`config.mk`:
```
export PLATFORM = sky130hd
export DESIGN_NAME = ps2_key_tx
export DESIGN_NICKNAME = d
export VERILOG_FILES = /design/src/rtl/ps2_key_tx_pkg.sv /design/src/rtl/ps2_key_tx_btos_enc.sv /design/src/rtl/ps2_key_tx.sv
export SDC_FILE = /design/constraint.sdc
export NUM_CORES = 1
export LEC_CHECK = 0
export CORE_ASPECT_RATIO = 1.1
export CORE_MARGIN = 2
export CORE_UTILIZATION = 61
export CTS_BUF_LIST = sky130_fd_sc_hd__clkbuf_2
export DETAILED_ROUTE_END_ITERATION = 16
export GPL_TIMING_DRIVEN = 0
export PLACE_DENSITY = 0.82
export SYNTH_ARGS = -nofsm -noshare
export SYNTH_HDL_FRONTEND = slang
export SYNTH_SLANG_ARGS = --single-unit
```
`constraint.sdc`:
```
create_clock -name clk -period 3.2 [get_ports clk]
set_input_delay 0.64 -clock clk [delete_from_list [all_inputs] [get_ports clk]]
set_output_delay 0.64 -clock clk [all_outputs]
set_load 0.02 [all_outputs]
```
`src/rtl/ps2_key_tx_pkg.sv`:
```
// Shared constants for the PS/2 keystroke transmitter: scan codes, key-code width, FSM states.
package ps2_key_tx_pkg;

    localparam int KEY_W     = 6;
    localparam int BIT_LAST  = 10;
    localparam int BYTE_LAST = 2;

    localparam logic [7:0] SC_0     = 8'h70;
    localparam logic [7:0] SC_1     = 8'h69;
    localparam logic [7:0] SC_2     = 8'h72;
    localparam logic [7:0] SC_3     = 8'h7A;
    localparam logic [7:0] SC_4     = 8'h6B;
    localparam logic [7:0] SC_5     = 8'h73;
    localparam logic [7:0] SC_6     = 8'h74;
    localparam logic [7:0] SC_7     = 8'h6C;
    localparam logic [7:0] SC_8     = 8'h75;
    localparam logic [7:0] SC_9     = 8'h7D;
    localparam logic [7:0] SC_BREAK = 8'hF0;

    typedef enum logic [1:0] {
        ST_IDLE,
        ST_HIGH,
        ST_LOW,
        ST_GAP
    } state_t;

endpackage

```
`src/rtl/ps2_key_tx_btos_enc.sv`:
```
// Key code to scan code encoder; the inverse of the scan-code decoder table.
module btos_enc
    import ps2_key_tx_pkg::*;
(
    input  logic [KEY_W-1:0] i_code,
    output logic [7:0]       o_scan,
    output logic             o_valid
);

    always_comb begin
        o_scan  = 8'h00;
        o_valid = 1'b1;
        case (i_code)
            6'd0:    o_scan = SC_0;
            6'd1:    o_scan = SC_1;
            6'd2:    o_scan = SC_2;
            6'd3:    o_scan = SC_3;
            6'd4:    o_scan = SC_4;
            6'd5:    o_scan = SC_5;
            6'd6:    o_scan = SC_6;
            6'd7:    o_scan = SC_7;
            6'd8:    o_scan = SC_8;
            6'd9:    o_scan = SC_9;
            default: o_valid = 1'b0;
        endcase
    end

endmodule

```
`src/rtl/ps2_key_tx.sv`:
```
// PS/2 device-side transmitter: one accepted digit key becomes make, F0, make frames.
module ps2_key_tx
    import ps2_key_tx_pkg::*;
#(
    parameter int HALF_BIT = 4000,
    parameter int GAP_CYC  = 8000
) (
    input  logic             clk,
    input  logic             rst,
    input  logic [KEY_W-1:0] in_code,
    input  logic             in_valid,
    output logic             in_ready,
    output logic             busy,
    output logic             done,
    output logic             err,
    output logic             ps2_clk,
    output logic             ps2_data
);

    localparam int CNT_MAX = (HALF_BIT > GAP_CYC) ? HALF_BIT : GAP_CYC;
    localparam int CW      = (CNT_MAX > 1) ? $clog2(CNT_MAX) : 1;
    localparam logic [CW-1:0] HALF_TC = CW'(HALF_BIT - 1);
    localparam logic [CW-1:0] GAP_TC  = CW'(GAP_CYC - 1);

    state_t        r_state;
    logic [CW-1:0] r_cnt;
    logic [3:0]    r_bit;
    logic [1:0]    r_byte;
    logic [7:0]    r_scan;

    logic [7:0] w_scan;
    logic       w_scan_ok;
    logic [7:0] w_byte;
    logic       w_parity;
    logic [3:0] w_next_idx;
    logic [2:0] w_data_idx;
    logic       w_next_bit;
    logic       w_half_end;
    logic       w_gap_end;

    btos_enc u_enc (
        .i_code  (in_code),
        .o_scan  (w_scan),
        .o_valid (w_scan_ok)
    );

    // Middle frame of every keystroke is the break prefix.
    assign w_byte     = (r_byte == 2'd1) ? SC_BREAK : r_scan;
    assign w_parity   = ~^w_byte;
    assign w_next_idx = r_bit + 4'd1;
    assign w_data_idx = 3'(w_next_idx - 4'd1);
    assign w_half_end = (r_cnt == HALF_TC);
    assign w_gap_end  = (r_cnt == GAP_TC);

    always_comb begin
        w_next_bit = 1'b1;
        case (w_next_idx)
            4'd9:    w_next_bit = w_parity;
            4'd10:   w_next_bit = 1'b1;
            default: w_next_bit = w_byte[w_data_idx];
        endcase
    end

    always_ff @(posedge clk) begin
        if (rst) begin
            r_state  <= ST_IDLE;
            r_cnt    <= '0;
            r_bit    <= 4'd0;
            r_byte   <= 2'd0;
            r_scan   <= 8'h00;
            in_ready <= 1'b1;
            busy     <= 1'b0;
            done     <= 1'b0;
            err      <= 1'b0;
            ps2_clk  <= 1'b1;
            ps2_data <= 1'b1;
        end else begin
            done <= 1'b0;
            err  <= 1'b0;
            case (r_state)
                ST_IDLE: begin
                    if (in_valid && in_ready) begin
                        if (w_scan_ok) begin
                            // Start bit goes out immediately so it is visible the cycle after accept.
                            r_scan   <= w_scan;
                            r_state  <= ST_HIGH;
                            r_cnt    <= '0;
                            r_bit    <= 4'd0;
                            r_byte   <= 2'd0;
                            in_ready <= 1'b0;
                            busy     <= 1'b1;
                            ps2_data <= 1'b0;
                        end else begin
                            err <= 1'b1;
                        end
                    end
                end
                ST_HIGH: begin
                    if (w_half_end) begin
                        r_cnt   <= '0;
                        r_state <= ST_LOW;
                        ps2_clk <= 1'b0;
                    end else begin
                        r_cnt <= r_cnt + 1'b1;
                    end
                end
                ST_LOW: begin
                    if (w_half_end) begin
                        r_cnt   <= '0;
                        ps2_clk <= 1'b1;
                        if (r_bit == 4'(BIT_LAST)) begin
                            r_state  <= ST_GAP;
                            ps2_data <= 1'b1;
                        end else begin
                            r_state  <= ST_HIGH;
                            r_bit    <= w_next_idx;
                            ps2_data <= w_next_bit;
                        end
                    end else begin
                        r_cnt <= r_cnt + 1'b1;
                    end
                end
                ST_GAP: begin
                    if (w_gap_end) begin
                        r_cnt <= '0;
                        r_bit <= 4'd0;
                        if (r_byte == 2'(BYTE_LAST)) begin
                            r_state  <= ST_IDLE;
                            r_byte   <= 2'd0;
                            done     <= 1'b1;
                            in_ready <= 1'b1;
                            busy     <= 1'b0;
                        end else begin
                            r_state  <= ST_HIGH;
                            r_byte   <= r_byte + 2'd1;
                            ps2_data <= 1'b0;
                        end
                    end else begin
                        r_cnt <= r_cnt + 1'b1;
                    end
                end
                default: r_state <= ST_IDLE;
            endcase
        end
    end

endmodule

```
==> out/metrics.csv <==
metric,value,unit
run_status,completed,
yosysUniqueCellTypes,56,
max_cap_viol_count,0,
drive_gt1_frac,0.0614,
worstPathRequired,3.52,ns
crit_slowest_cell,sky130_fd_sc_hd__clkdlybuf4s50_1,
clkSinkCount,33,
final.period_utilization,0.889,
ys_dominant_reg_cell,sky130_fd_sc_hd__dfxtp_1,
die-height,65.0,um
drc_viols,0,
layout.filler_cells,291,
peakVddDrop,0.340,mV
cts_setup_buffers,0,
cts_hold_buf,0,
p_sw_frac,0.383,
timing.final.crit_period,2.84,ns
avgSynthCellArea,8.03,um2
critical-path-max-stage-delay,0.51,ns
place_ws,-0.00655,ns
top_level_ports,15,
worstHoldPathCells,2,
timing.critical_path.depth,6,
final_routed_wirelength_across_all_metal_layers,4.52,mm
finalPower,1.07,mW
static-leakage-power,0.784,nW
first_iter_violations,125,
hold_path_class,flop to flop,
buffer_ports.inserted,13,
number_of_global_route_vias_before_repair,1810,
die_w,59.5,um
fin_worst_skew,0.00701,ns
syn_inst,257,
use_met3,0.0559,
globalRoute.totalOverflow,0,
vias,1951,
dp.cells,306,
detail-route-antenna-nets,0,
met2_usage,0.434,
comb_power_share,0.377,
num_rows,22,
crit_chain,clkdlybuf4s50_1 -> o21ai_0 -> a41oi_1 -> a211o_4 -> or4_1 -> a31oi_1,
grt_start_max_net_pins,12,
synth.net_count,276,
timing.fmax,352,MHz
filler_free_cell_count_of_the_finished_design,313,
power.density,472,nW/um2
worst_setup_sp_type,primary input,
global_route.peak_usage_layer,met2,
grt_pass1_wl,7.58,mm
mappedNetlistArea,2060,um2
grt_antenna_before_repair,0,
core_region_area,3280,um2
setup_slack,0.356,ns
criticalPathCategory,primary input to flop,
power_report.internal_total,0.662,mW
synth.ff_latch_count,33,
start_util,0.630,
grt.total_usage,0.254,
synth-warning-count,0,
asyncSetResetFlopFracSynth,0,
die_area,3870,um2
critical_path_arrival,3.16,ns
dpl.hpwl,3.35,mm
antenna_cells,0,
drt_pass1_iterations,4,
cp.buffers_inverters,1,
clock_latency_on_the_worst_skew_pair,0.38,ns
worstSetupEndpointType,flop,
place.gp.congestion,0.871,
root_buffer,sky130_fd_sc_hd__clkbuf_2,
power.switching,0.411,mW
power.share.sequential,0.448,
fin_nets,296,
groute.layer.met1.usage,0.295,
unrepaired_setup_endpoints_after_global_routing,no,
clock_power_share,0.176,
cts_max_path_buffers,2,
synth-seq-area-share,0.320,
crit_fanout,9,
clock_tree_from_tritoncts,built,
timing.final.max_slew_violations,0,
tritoncts.num_buffers,5,
slew-limit-headroom,0.328,
post_cts.resized_instances,0,
number_of_enable_flip_flop_cells_after_synthesis,0,
final_hold_vio_count,0,
setup_violations,0,
wl_per_cell,14.4,um
ctsHtreeMaxLevel,2,
transition_time_at_the_pin_with_the_least_slew_margin,0.999,ns
r2r.worst_path.cells,7,
synthToLayoutAreaGrowth,10.1,%
critical-path-top-delay-family,compound AO/OA/AOI/OAI gates,
worst_setup_hold_path_clk_slew,0.16,ns
vias_per_cell,6.23,
[registers in the layout (all words and copies together) (netlist names)]
| signal | count |
|---|---|
| r_state | 2 |
| ps2_data | 1 |
| err | 1 |
| done | 1 |
| ps2_clk | 1 |
| r_cnt | 13 |
| in_ready | 1 |
| r_bit | 4 |
| r_scan | 6 |
| r_byte | 2 |
| busy | 1 |
[layout make-up]
| type | count | area (um2) | share of cell area |
|---|---|---|---|
| Clock buffer | 6 | 30.0 | 0.0132 |
| Buffer | 7 | 35.0 | 0.0154 |
| Clock inverter | 1 | 3.75 | 0.00165 |
| Multi-Input combinational cell | 202 | 1310 | 0.577 |
| Timing Repair Buffer | 13 | 130 | 0.0572 |
| Inverter | 15 | 56.3 | 0.0248 |
| Tap cell | 36 | 45.0 | 0.0198 |
| Sequential cell | 33 | 661 | 0.291 |
[cell usage after synthesis, types with 3 or more instances]
cell type / instances / area, um2
sky130_fd_sc_hd__dfxtp_1: 33 / 661
sky130_fd_sc_hd__nand2_1: 25 / 93.8
sky130_fd_sc_hd__o21ai_0: 23 / 115
sky130_fd_sc_hd__a21oi_1: 20 / 100
sky130_fd_sc_hd__nor2_1: 18 / 67.6
sky130_fd_sc_hd__inv_1: 15 / 56.3
sky130_fd_sc_hd__nand3_1: 12 / 60.1
sky130_fd_sc_hd__ha_1: 10 / 125
sky130_fd_sc_hd__nor3_1: 7 / 35.0
sky130_fd_sc_hd__nand3b_1: 6 / 45.0
sky130_fd_sc_hd__clkbuf_1: 5 / 18.8
sky130_fd_sc_hd__nor2b_1: 5 / 31.3
sky130_fd_sc_hd__a211oi_1: 4 / 30.0
sky130_fd_sc_hd__a31oi_1: 4 / 25.0
sky130_fd_sc_hd__nand4_1: 4 / 25.0
sky130_fd_sc_hd__or3_1: 4 / 25.0
sky130_fd_sc_hd__a22oi_1: 3 / 22.5
sky130_fd_sc_hd__and2_1: 3 / 18.8
sky130_fd_sc_hd__and3_1: 3 / 18.8
sky130_fd_sc_hd__mux2i_1: 3 / 30.0
sky130_fd_sc_hd__nand2b_1: 3 / 18.8
sky130_fd_sc_hd__nand4b_1: 3 / 26.3
sky130_fd_sc_hd__nor4_1: 3 / 18.8
sky130_fd_sc_hd__xnor2_1: 3 / 26.3
[per-stage QoR]
stage	hold WS, ns	util	setup TNS [ns]	cell area (um2)
2_1_floorplan	0.426	-	0	2060
3_3_place_gp	0.438	0.684	0	2240
3_5_place_dp	0.460	0.684	-0.00655	2240
4_1_cts	0.479	0.694	0	2270
5_1_grt	0.490	0.694	0	2270
6_report	0.485	0.694	0	2270
[routing by layer]
metal  wire [um]  up-vias  part of all wire
met5           0        -                 0
met4          95        0             0.021
met3         139       11             0.031
met2        2310       26              0.51
met1        1970      928              0.44
li1            -      986                 -
[worst min-delay path, delay by kind of cell (launching register included)]
family / cells / cell delay [ns]
AO/OA/AOI/OAI: 1 / 0.05
flip-flops: 1 / 0.35
buffers and inverters: 1 / 0.06
[final timing paths]
| path | start | endpoint | slack, ns |
|---|---|---|---|
| worst min register to register | r_scan[5]$_SDFFE_PP0P_ | r_scan[5]$_SDFFE_PP0P_ | 0.48 |
| worst max-delay path | in_code[2] | r_bit[3]$_SDFFE_PP0P_ | 0.36 |
| worst min-delay path | r_scan[5]$_SDFFE_PP0P_ | r_scan[5]$_SDFFE_PP0P_ | 0.48 |
| worst max register to register | r_cnt[0]$_SDFFE_PP0P_ | r_bit[3]$_SDFFE_PP0P_ | 0.58 |
[layout by cell type (no fill, tap or decap), types with 2 or more instances in the layout]
cell and n:
sky130_fd_sc_hd__nand3b_1 6, sky130_fd_sc_hd__xnor3_1 2, sky130_fd_sc_hd__nor3_1 7, sky130_fd_sc_hd__a22oi_1 3, sky130_fd_sc_hd__and3_1 3, sky130_fd_sc_hd__nor2_1 18, sky130_fd_sc_hd__dfxtp_1 33, sky130_fd_sc_hd__o21ai_0 23
sky130_fd_sc_hd__ha_1 10, sky130_fd_sc_hd__nand4_1 4, sky130_fd_sc_hd__nor4_1 3, sky130_fd_sc_hd__nand2_1 25, sky130_fd_sc_hd__and2_1 3, sky130_fd_sc_hd__nand3_1 12, sky130_fd_sc_hd__nand4b_1 3, sky130_fd_sc_hd__xor2_1 2
sky130_fd_sc_hd__xnor2_1 3, sky130_fd_sc_hd__mux2i_1 3, sky130_fd_sc_hd__clkbuf_2 6, sky130_fd_sc_hd__clkbuf_1 5, sky130_fd_sc_hd__and2_0 2, sky130_fd_sc_hd__nor2b_1 5, sky130_fd_sc_hd__nand2b_1 3, sky130_fd_sc_hd__a31oi_1 4
sky130_fd_sc_hd__a221oi_1 2, sky130_fd_sc_hd__clkdlybuf4s50_1 13, sky130_fd_sc_hd__inv_1 15, sky130_fd_sc_hd__mux2_2 2, sky130_fd_sc_hd__a21oi_1 20, sky130_fd_sc_hd__or3_1 4, sky130_fd_sc_hd__a211oi_1 4, sky130_fd_sc_hd__or4_1 2
[cells by family (layout without fill, tap and decap cells)]
group | Yosys count | in the layout | synth area share
compound gates | 72 | 72 | 0.223
xor+xnor | 7 | 7 | 0.0430
fa+ha+maj | 10 | 10 | 0.0606
buf+inv | 22 | 42 | 0.0442
flops | 33 | 33 | 0.320
mux | 5 | 5 | 0.0255
simple gates | 108 | 108 | 0.284
[power groups by stage]
| stage | Combinational [mW] | Sequential, mW | Clock [mW] |
|---|---|---|---|
| global placement | 0.393 | 0.486 | 0 |
| floorplan | 0.258 | 0.505 | 0 |
| global route | 0.450 | 0.485 | 0.209 |
| CTS | 0.404 | 0.479 | 0.193 |
| finish | 0.404 | 0.480 | 0.188 |
| detailed placement | 0.402 | 0.487 | 0 |
(Power assumes the default switching activity.)
